<file path="config.mk">
export PLATFORM = sky130hd
export DESIGN_NAME = fetch_unit
export DESIGN_NICKNAME = d
export VERILOG_FILES = /design/src/rtl/fetch_unit.sv
export SDC_FILE = /design/constraint.sdc
export NUM_CORES = 1
export LEC_CHECK = 0
export CORE_UTILIZATION = 51
export DETAILED_ROUTE_END_ITERATION = 10
export PLACE_DENSITY = 0.83
export SETUP_SLACK_MARGIN = 0.15
export SLEW_MARGIN = 10
export SYNTH_ARGS = -nofsm -noshare
export SYNTH_HDL_FRONTEND = slang
export SYNTH_SLANG_ARGS = --single-unit
</file>
<file path="constraint.sdc">
create_clock -name i_clk -period 9.1 [get_ports i_clk]
set_input_delay 2.73 -clock i_clk [delete_from_list [all_inputs] [get_ports i_clk]]
set_output_delay 2.73 -clock i_clk [all_outputs]
set_load 0.05 [all_outputs]
</file>
<file path="src/rtl/fetch_unit.sv">
// rv32i fetch front end: PC generation, single-outstanding imem requests, DEPTH-entry prefetch FIFO to decode.
// Head visible same cycle as count>0; requests stall when FIFO would overflow or a response is pending.
module fetch_unit #(
   parameter logic [31:0] RESET_PC  = 32'h0000_0000,
   parameter int          DEPTH     = 2,
   parameter logic [31:0] NOP_INSTR = 32'h0000_0013
) (
   input  logic        i_clk,
   input  logic        i_rst,
   input  logic        i_stall,
   input  logic        i_redirect,
   input  logic [31:0] i_redirect_pc,
   output logic        o_imem_req,
   output logic [31:0] o_imem_addr,
   input  logic        i_imem_valid,
   input  logic [31:0] i_imem_rdata,
   output logic        o_valid,
   output logic [31:0] o_instr,
   output logic [31:0] o_pc
);

   localparam int AW = (DEPTH > 1) ? $clog2(DEPTH) : 1;
   localparam int CW = $clog2(DEPTH + 1);

   typedef struct packed {
      logic [31:0] pc;
      logic [31:0] instr;
   } entry_t;

   entry_t          fifo_q [DEPTH];
   logic [31:0]     fetch_pc_q, fetch_pc_d;
   logic [31:0]     req_pc_q, req_pc_d;
   logic [AW-1:0]   rd_ptr_q, rd_ptr_d;
   logic [AW-1:0]   wr_ptr_q, wr_ptr_d;
   logic [CW-1:0]   count_q, count_d;
   logic            outstanding_q, outstanding_d;
   logic            drop_q, drop_d;

   logic            pop;
   logic            accept;
   logic            req;
   logic [CW:0]     occ;

   always_comb begin
      pop    = (count_q != '0) && !i_stall && !i_redirect;
      accept = i_imem_valid && outstanding_q && !drop_q && !i_redirect;
      occ    = {1'b0, count_q} + (CW+1)'(accept) - (CW+1)'(pop);
      // Gated by reset so the port reads idle while reset is held.
      req    = !i_rst && !i_redirect && !drop_q && (!outstanding_q || i_imem_valid)
               && (occ < (CW+1)'(DEPTH));

      fetch_pc_d    = fetch_pc_q;
      req_pc_d      = req_pc_q;
      rd_ptr_d      = rd_ptr_q;
      wr_ptr_d      = wr_ptr_q;
      count_d       = occ[CW-1:0];
      outstanding_d = outstanding_q;
      drop_d        = drop_q;

      if (i_redirect) begin
         fetch_pc_d    = i_redirect_pc & ~32'h3;
         rd_ptr_d      = '0;
         wr_ptr_d      = '0;
         count_d       = '0;
         // A response still in flight must be swallowed when it lands.
         outstanding_d = outstanding_q && !i_imem_valid;
         drop_d        = outstanding_q && !i_imem_valid;
      end else begin
         if (accept) wr_ptr_d = wr_ptr_q + AW'(1);
         if (pop)    rd_ptr_d = rd_ptr_q + AW'(1);
         if (drop_q && i_imem_valid) drop_d = 1'b0;
         if (req) begin
            req_pc_d      = fetch_pc_q;
            fetch_pc_d    = fetch_pc_q + 32'd4;
            outstanding_d = 1'b1;
         end else if (i_imem_valid && outstanding_q) begin
            outstanding_d = 1'b0;
         end
      end
   end

   always_ff @(posedge i_clk or posedge i_rst) begin
      if (i_rst) begin
         fetch_pc_q    <= RESET_PC;
         req_pc_q      <= RESET_PC;
         rd_ptr_q      <= '0;
         wr_ptr_q      <= '0;
         count_q       <= '0;
         outstanding_q <= 1'b0;
         drop_q        <= 1'b0;
      end else begin
         fetch_pc_q    <= fetch_pc_d;
         req_pc_q      <= req_pc_d;
         rd_ptr_q      <= rd_ptr_d;
         wr_ptr_q      <= wr_ptr_d;
         count_q       <= count_d;
         outstanding_q <= outstanding_d;
         drop_q        <= drop_d;
      end
   end

   always_ff @(posedge i_clk) begin
      if (accept) fifo_q[wr_ptr_q] <= '{pc: req_pc_q, instr: i_imem_rdata};
   end

   assign o_imem_req  = req;
   assign o_imem_addr = fetch_pc_q;
   assign o_valid     = (count_q != '0);
   assign o_instr     = o_valid ? fifo_q[rd_ptr_q].instr : NOP_INSTR;
   assign o_pc        = o_valid ? fifo_q[rd_ptr_q].pc : 32'h0;

endmodule

</file>
; ---- Word level (Yosys, flattened, before mapping)
; Memories as Yosys holds them, arrays and structs flattened.
; Cells that the tools add are included.
[op_classes]
add_sub_neg = 5
n_mul = 0
div = 0
magnitude_cmp = 1
eq_ne = 0
shift = 0
mux = 16
bitwise_logic = 1
n_reduce_logical = 25
[op_table]
columns = cell, n
row1 = 2-to-1 mux 32 bit, 4
row2 = adder 32 x 3 -> 32 bit (second input constant), 1
row3 = logical AND 1 bit, 11
row4 = 2-to-1 mux 1 bit, 11
row5 = nonzero test 2 bit, 5
row6 = logical NOT 1 bit, 6
row7 = adder 2 x 1 -> 3 bit, 1
row8 = less-than comparator 3 x 2 -> 1 bit (second input constant), 1
row9 = nonzero test 3 bit, 1
row10 = subtractor 3 x 1 -> 3 bit, 1
row11 = adder 1 bit (second input constant), 2
row12 = 2-to-1 mux 2 bit, 1
row13 = AND reduction 2 bit, 1
row14 = logical OR 1 bit, 1
row15 = NOT 1 bit, 1
[totals]
register_bits = 70
latchBits = 0
ramBits = 128
mem_bits_ro = 0
in_bits = 69
out_inout_bits = 98
wordCells = 56
n_memories = 1
[memory_table]
columns = memory, depth, word_bits, rd, rd_clocked_by_memory_dff, wr, line_no
row1 = fifo_q, 2, 64, 1, 0, 1, 30  ; entry_t fifo_q [DEPTH];

; ---- Logic depth before layout (Yosys ltp)
; Gate-level depths: netlist of the first run.
[depth]
ltp_word = 9
ltp_mapped = 16
depth_no_buf = 13

; ---- Least setup slack after synthesis of the first run
; Ideal clock, no wire load.
[synth_timing]
path_type = input port to output port
start = input i_redirect
end = output o_imem_req
arrival_time_ns = 5.884
t_required_ns = 6.370
setup_slack_ns = 0.486
path_stages = 14
path_buffers = 5
path_cell_list = clkbuf_1 clkbuf_1 nor3_1 ha_1 inv_1 ha_1 inv_1 fa_1 nor2b_1 nand4_1 inv_1 buf_2 buf_1 clkbuf_1
[synth_via]
elab_chain_cells = 6
elab_cells_between_ends = 10
classes_between = add/sub: 2 / order compare: 1 / reduce/logical: 7
[synth_lines]
columns = element, line_no
row1 = "start, declared", 11  ; input logic i_redirect,
row2 = logical NOT 1 bit (*), "45, 46, 49"
row3 = logical AND 1 bit, 46  ; accept = i_imem_valid && outstanding_q && !drop_q && !i_redirect;
row4 = adder 2 x 1 -> 3 bit, 47  ; occ = {1'b0, count_q} + (CW+1)'(accept) - (CW+1)'(pop);
row5 = subtractor 3 x 1 -> 3 bit, 47
row6 = less-than comparator 3 x 2 -> 1 bit, 50  ; && (occ < (CW+1)'(DEPTH));
row7 = logical AND 1 bit (*), 50
row8 = "end, declared", 13  ; output logic o_imem_req,
; Every way passes the cells marked *; elsewhere a longest branch is shown, timed or not.

; ---- Worst setup path in the final report of the first run
; Ends and elaborated chain as after synthesis.

==> run metrics, run 1 <==
CP max-delay cell fa_1; Worst Tran Pin Value 1150 ps; Synth area leader edfxtp_1; Max-slew headroom 0.230; Clock Pin Slew Worst Setup and Hold Paths 70 ps; Buffers on Ports 160; largest net degree at the start of global routing 67; Tcrit/Tclk final 0.889; clock skew 10.2 ps; #FFs+latches synth 190; Cell Area, Placed 9740 µm²; Cell variety after synth 46; mean area per synthesized cell 12.4 µm²; CP endpoint kind primary output; synthesized instance count 642; Pins Over Slew Limit 0; filler cell count 1110; flop-to-flop setup slack 5060 ps; CTS Sinks 190; critical path startpoint category input pin; gpl congestion 0.843; HPWL after DPL 11400 µm; Yosys top cell area share 0.468; boundary pin count 167; TritonRoute pass-1 iters 5; RR Startpoint drop_q; Placed Instances 962; vias per cell 5.64; WS Path Type in2out; synth cell count leaders nand2_1 (125), edfxtp_1 (124), nor2_1 (79); CTS Buffer Depth 2; Hold Path Cell Cnt 0; initial antenna violation count 0; Die Ht 127 µm; worst hold start req_pc_q[5]; CTS HTree Levels 4; Final Hold Fails 0; vias in the first global route 5679; status complete, no violations; Buf+Inv Stages, Crit Path 5; Top FF cell, synth edfxtp_1; Finish-stage setup viols 0; Post-Syn Area 7960 µm²; ys async rst share 0.347; Design Area, Final 10300 µm²; Total Routing Usage GR 0.229; CP arrival 5360 ps; family with the most delay on the worst path adder cells; final worst path period need 8090 ps; row cnt 45; clock buffer count from CTS 17; Core Area 15200 µm²; Power Dens Cells 238 nW/µm²; Hold-fix buffers, CTS 0; share of layout cells above drive strength 1 0.0682; NumNets Final 866; Max Clk Rate 124 MHz; worst hold path type reg2reg; Starting Density 0.524; remaining antenna violation count 0; RSZ-0062 raised after global routing false; Post-CTS Setup Repair Bufs 0; root buf cell clkbuf_16; CTS tree done; Worst Reg2Reg Path Length in Cells 14; initial drt markers 386; critical path required time 6370 ps; Synth area leaders edfxtp_1 (47%), dfrtp_1 (21%), mux2i_1 (8.3%); dominant cell by count in the synthesized netlist nand2_1; aggregate global routing overflow 0; Post-Place Setup Slack 1050 ps; Critical Path Max Stage Delay 520 ps; DRC viols 0; drt total wl 17900 µm; Lkg Pwr 3.82 nW; max-cap viol count 0; crit-path cells clkdlybuf4s50_1 -> nor2_1 -> nand3_1 -> ha_1 -> inv_1 -> ha_1 -> inv_1 -> fa_1 -> nor2b_1 -> nand4_1 -> inv_1 -> buf_12; vias 5611; Die Area 16100 µm²; Max FO, Critical Path 3; VDD IR max 0.146 mV; CP dominant cell by count inv_1; Antenna diodes 0; DIE WIDTH 127 µm; EDFF count, synth 124; setup ws final 1010 ps; post-cts resize count 0; sum of negative setup slack 0 ps; Avg WL per Cell 18.0 µm; YS warnings 0; register area share after synthesis 0.675; first-pass GRT wire length 28300 µm; area grow syn2layout 29.8%; r2r endpoint o_imem_addr[20]; Post-Layout Cell Count 994; Clock Latency Late Sink 430 ps; Worst Hold End fifo_q[0][37]
## worst register-to-register path, stage by stage (launching register included)
cell and delay [ps]:
dfrtp_1 400, nor2_1 140, nand3_1 230, ha_1 350
inv_1 40, ha_1 180, inv_1 70, fa_1 440
nor2b_1 150, nand4_1 110, inv_1 130, buf_4 320
nor2_1 940, o21ai_0 230, o311ai_0 180
## report_power, final
part	switching, W	total (W)	internal (W)	leakage [nW]
Combinational	0.000363	0.000560	0.000197	1.58
Clock	0.000356	0.000735	0.000379	0.295
Sequential	0.000108	0.00117	0.00106	1.95
Total	0.000826	0.00246	0.00163	3.82
## stage by stage
stage | hold slack (ps) | utilization | total power, W
2_1_floorplan | 442 | - | 0.00153
3_3_place_gp | 450 | 0.640 | 0.00172
3_5_place_dp | 458 | 0.640 | 0.00174
4_1_cts | 476 | 0.680 | 0.00248
5_1_grt | 483 | 0.680 | 0.00256
6_report | 472 | 0.680 | 0.00246
## registers in the layout, indices dropped and copies added (netlist names)
| register | cells |
|---|---|
| req_pc_q | 30 |
| o_imem_addr | 30 |
| rd_ptr_q | 1 |
| fifo_q | 124 |
| outstanding_q | 1 |
| count_q | 2 |
| drop_q | 1 |
| wr_ptr_q | 1 |
## kinds of logic (layout without fill, tap and decap cells)
kind of cell / count (synthesis) / count (layout) / share of synthesized area
other cells: 1 / 4 / 0.000471
buf+inv: 48 / 209 / 0.0255
xor+xnor: 2 / 2 / 0.00220
simple gates: 274 / 274 / 0.155
fa+ha+maj: 4 / 4 / 0.00723
flops: 190 / 190 / 0.675
mux: 66 / 66 / 0.0830
compound gates: 57 / 57 / 0.0518
## cell type report
cell class | count | area, µm² | share of cell area
Timing Repair Buffer | 167 | 1660 | 0.161
Multi-Input combinational cell | 407 | 2420 | 0.234
Clock inverter | 14 | 160 | 0.0155
Inverter | 10 | 37.5 | 0.00363
Tap cell | 188 | 235 | 0.0228
Clock buffer | 18 | 439 | 0.0425
Sequential cell | 190 | 5380 | 0.520
## placed cells by master, fill, tap and decap left out, types with 3 or more instances in the layout
cell / count
o211ai_1: 9
nand4_1: 14
inv_1: 9
nor2_4: 3
dfrtp_1: 65
clkdlybuf4s50_1: 159
o21ai_0: 16
nor4_1: 3
inv_6: 3
nand3_1: 21
conb_1: 4
o311ai_0: 8
buf_4: 7
nor2_1: 76
nand2_1: 125
a221o_1: 8
ha_1: 3
clkbuf_16: 17
a21o_1: 3
nand2b_1: 4
edfxtp_1: 124
a21oi_1: 4
inv_8: 6
mux2i_1: 66
clkinv_8: 3
nor3_1: 7
## worst max path at each step
stage | startpoint | end | slack, ps | depth (start not counted)
after floorplan | i_redirect | o_imem_req | 490 | 14
after detailed placement | i_redirect | o_imem_req | 1050 | 12
final | i_redirect | o_imem_req | 1010 | 12
after global placement | i_redirect | o_imem_req | 1130 | 12
after CTS | i_redirect | o_imem_req | 1040 | 12
after global routing | i_redirect | o_imem_req | 890 | 12
## per-layer routing
metal	vias up	GRT usage	wire length, µm
met4	0	0.0903	384
met3	36	0.0553	1290
li1	2607	-	-
met1	2751	0.295	7470
met5	-	0	0
met2	217	0.377	8780
Power figures use the tool's default switching activity.
==> run 2: changes to the inputs <==
--- a/config.mk
+++ b/config.mk
@@ -6,6 +6,7 @@
 export NUM_CORES = 1
 export LEC_CHECK = 0
 export CORE_UTILIZATION = 51
+export CTS_CLUSTER_SIZE = 24
 export DETAILED_ROUTE_END_ITERATION = 10
 export PLACE_DENSITY = 0.83
 export SETUP_SLACK_MARGIN = 0.15
==> results of run 2 <==
The final DEF is identical to that of run 1; final timing and power are the same.
==> run 3: changes to the inputs <==
--- a/config.mk
+++ b/config.mk
@@ -5,10 +5,11 @@
 export SDC_FILE = /design/constraint.sdc
 export NUM_CORES = 1
 export LEC_CHECK = 0
-export CORE_UTILIZATION = 51
+export CORE_UTILIZATION = 63
 export CTS_CLUSTER_SIZE = 24
 export DETAILED_ROUTE_END_ITERATION = 10
-export PLACE_DENSITY = 0.83
+export DONT_BUFFER_PORTS = 1
+export PLACE_DENSITY = 0.82
 export SETUP_SLACK_MARGIN = 0.15
 export SLEW_MARGIN = 10
 export SYNTH_ARGS = -nofsm -noshare
==> run metrics, run 3 (synthesis results as in run 1) <==
Max Clk Rate 133 MHz; commonest cells after routing, fill and taps aside nand2_1 (125), edfxtp_1 (124), nor2_1 (76); DIE WIDTH 114 µm; Register Area 5380 µm²; Max-slew headroom 0.262; HPWL after DPL 9680 µm; Cell Area, Placed 8090 µm²; critical path required time 6370 ps; RSZ-0062 raised after global routing false; Post-Place Setup Slack 1570 ps; Tcrit/Tclk final 0.829; sum of negative setup slack 0 ps; Die Area 13100 µm²; Largest Register fifo_q; max-cap viol count 0; DR top layer met4; largest net degree at the start of global routing 67; post-cts resize count 0; Post-CTS Setup Repair Bufs 0; WS Path Type in2out; WL met3 1440 µm; Hold-fix buffers, CTS 0; metal2 WL 7260 µm; area grow syn2layout 8.89%; aggregate global routing overflow 0; CTS tree done; Pins Over Slew Limit 0; gpl congestion 0.874; Clock Latency Late Sink 420 ps; WHS 467 ps; drt total wl 15100 µm; CP endpoint kind primary output; status complete, no violations; initial antenna violation count 0; most common cell after layout, fill and taps aside nand2_1; initial drt markers 418; Worst Tran Pin Value 1100 ps; critical path startpoint category input pin; Starting Density 0.655; met1 wire length 6070 µm; vias 4852; Clock Pin Slew Worst Setup and Hold Paths 60 ps; DRC viols 0; CTS HTree Levels 4; remaining antenna violation count 0; Buffers on Ports 0; root buf cell clkbuf_16; share of layout cells above drive strength 1 0.0760; Power Dens Cells 266 nW/µm²; Lkg Pwr 3.19 nW; Antenna diodes 0; Core Area 12200 µm²; boundary pin count 167; worst hold path type reg2reg; clock buffer count from CTS 17; Avg WL per Cell 18.6 µm; final worst path period need 7540 ps; setup ws final 1560 ps; CTS Sinks 190; vias per cell 5.97; CTS Buffer Depth 2; filler cell count 836; vias in the first global route 4769; Design Area, Final 8670 µm²; Finish-stage setup viols 0; CP arrival 4810 ps; Total Routing Usage GR 0.245; Die Ht 114 µm; TritonRoute pass-1 iters 5; NumNets Final 705; Largest register FFs 124; Max FO, Critical Path 40; first-pass GRT wire length 23900 µm; Final Hold Fails 0; clock skew 5.64 ps; multi-input logic area 2420 µm²; row cnt 40; VDD IR max 0.127 mV
run 3: per-stage QoR:
step	std cells	power, W	utilization
after global placement	781	0.00158	0.665
after global routing	813	0.00241	0.713
after detailed placement	781	0.00160	0.665
final	813	0.00230	0.713
after floorplan	645	0.00153	-
after CTS	813	0.00232	0.713
run 3: power breakdown:
| group | switching (W) | total, W | internal, W |
|---|---|---|---|
| clock network | 0.000296 | 0.000723 | 0.000428 |
| registers | 0.000174 | 0.00123 | 0.00106 |
| logic | 0.000262 | 0.000349 | 0.0000865 |
| total | 0.000732 | 0.00230 | 0.00157 |
run 3: metal layers:
| metal | vias to the layer above | global-route usage |
|---|---|---|
| met3 | 26 | 0.0889 |
| met4 | 0 | 0.113 |
| met1 | 2342 | 0.300 |
| met2 | 213 | 0.391 |
| li1 | 2271 | - |
| met5 | - | 0 |
run 3: critical path, stage by stage:
cell	delay, ps
nor2_1	130
nand3_1	230
ha_1	350
inv_1	60
ha_1	120
inv_1	40
fa_1	490
nor2b_1	160
nand4_1	210
inv_2	280
run 3: layout make-up:
type                            count  area share
Tap cell                          168      0.0242
Multi-Input combinational cell    407       0.279
Timing Repair Buffer                6     0.00519
Clock buffer                       19      0.0499
Inverter                           10     0.00433
Clock inverter                     13      0.0170
Sequential cell                   190       0.620
run 3: path summary, 6_finish.rpt:
check / from / endpoint / slack (ps) / cells after the start
setup / recovery: i_redirect / o_imem_req / 1560 / 10
hold / removal: req_pc_q[7] / fifo_q[1][39] / 470 / 0
setup reg to reg: drop_q / o_imem_addr[12] / 5030 / 14
hold reg to reg: req_pc_q[7] / fifo_q[1][39] / 470 / 0
max in group asynchronous: i_rst / rd_ptr_q / 6050 / 2
min in group asynchronous: i_rst / o_imem_addr[10] / 2440 / 2
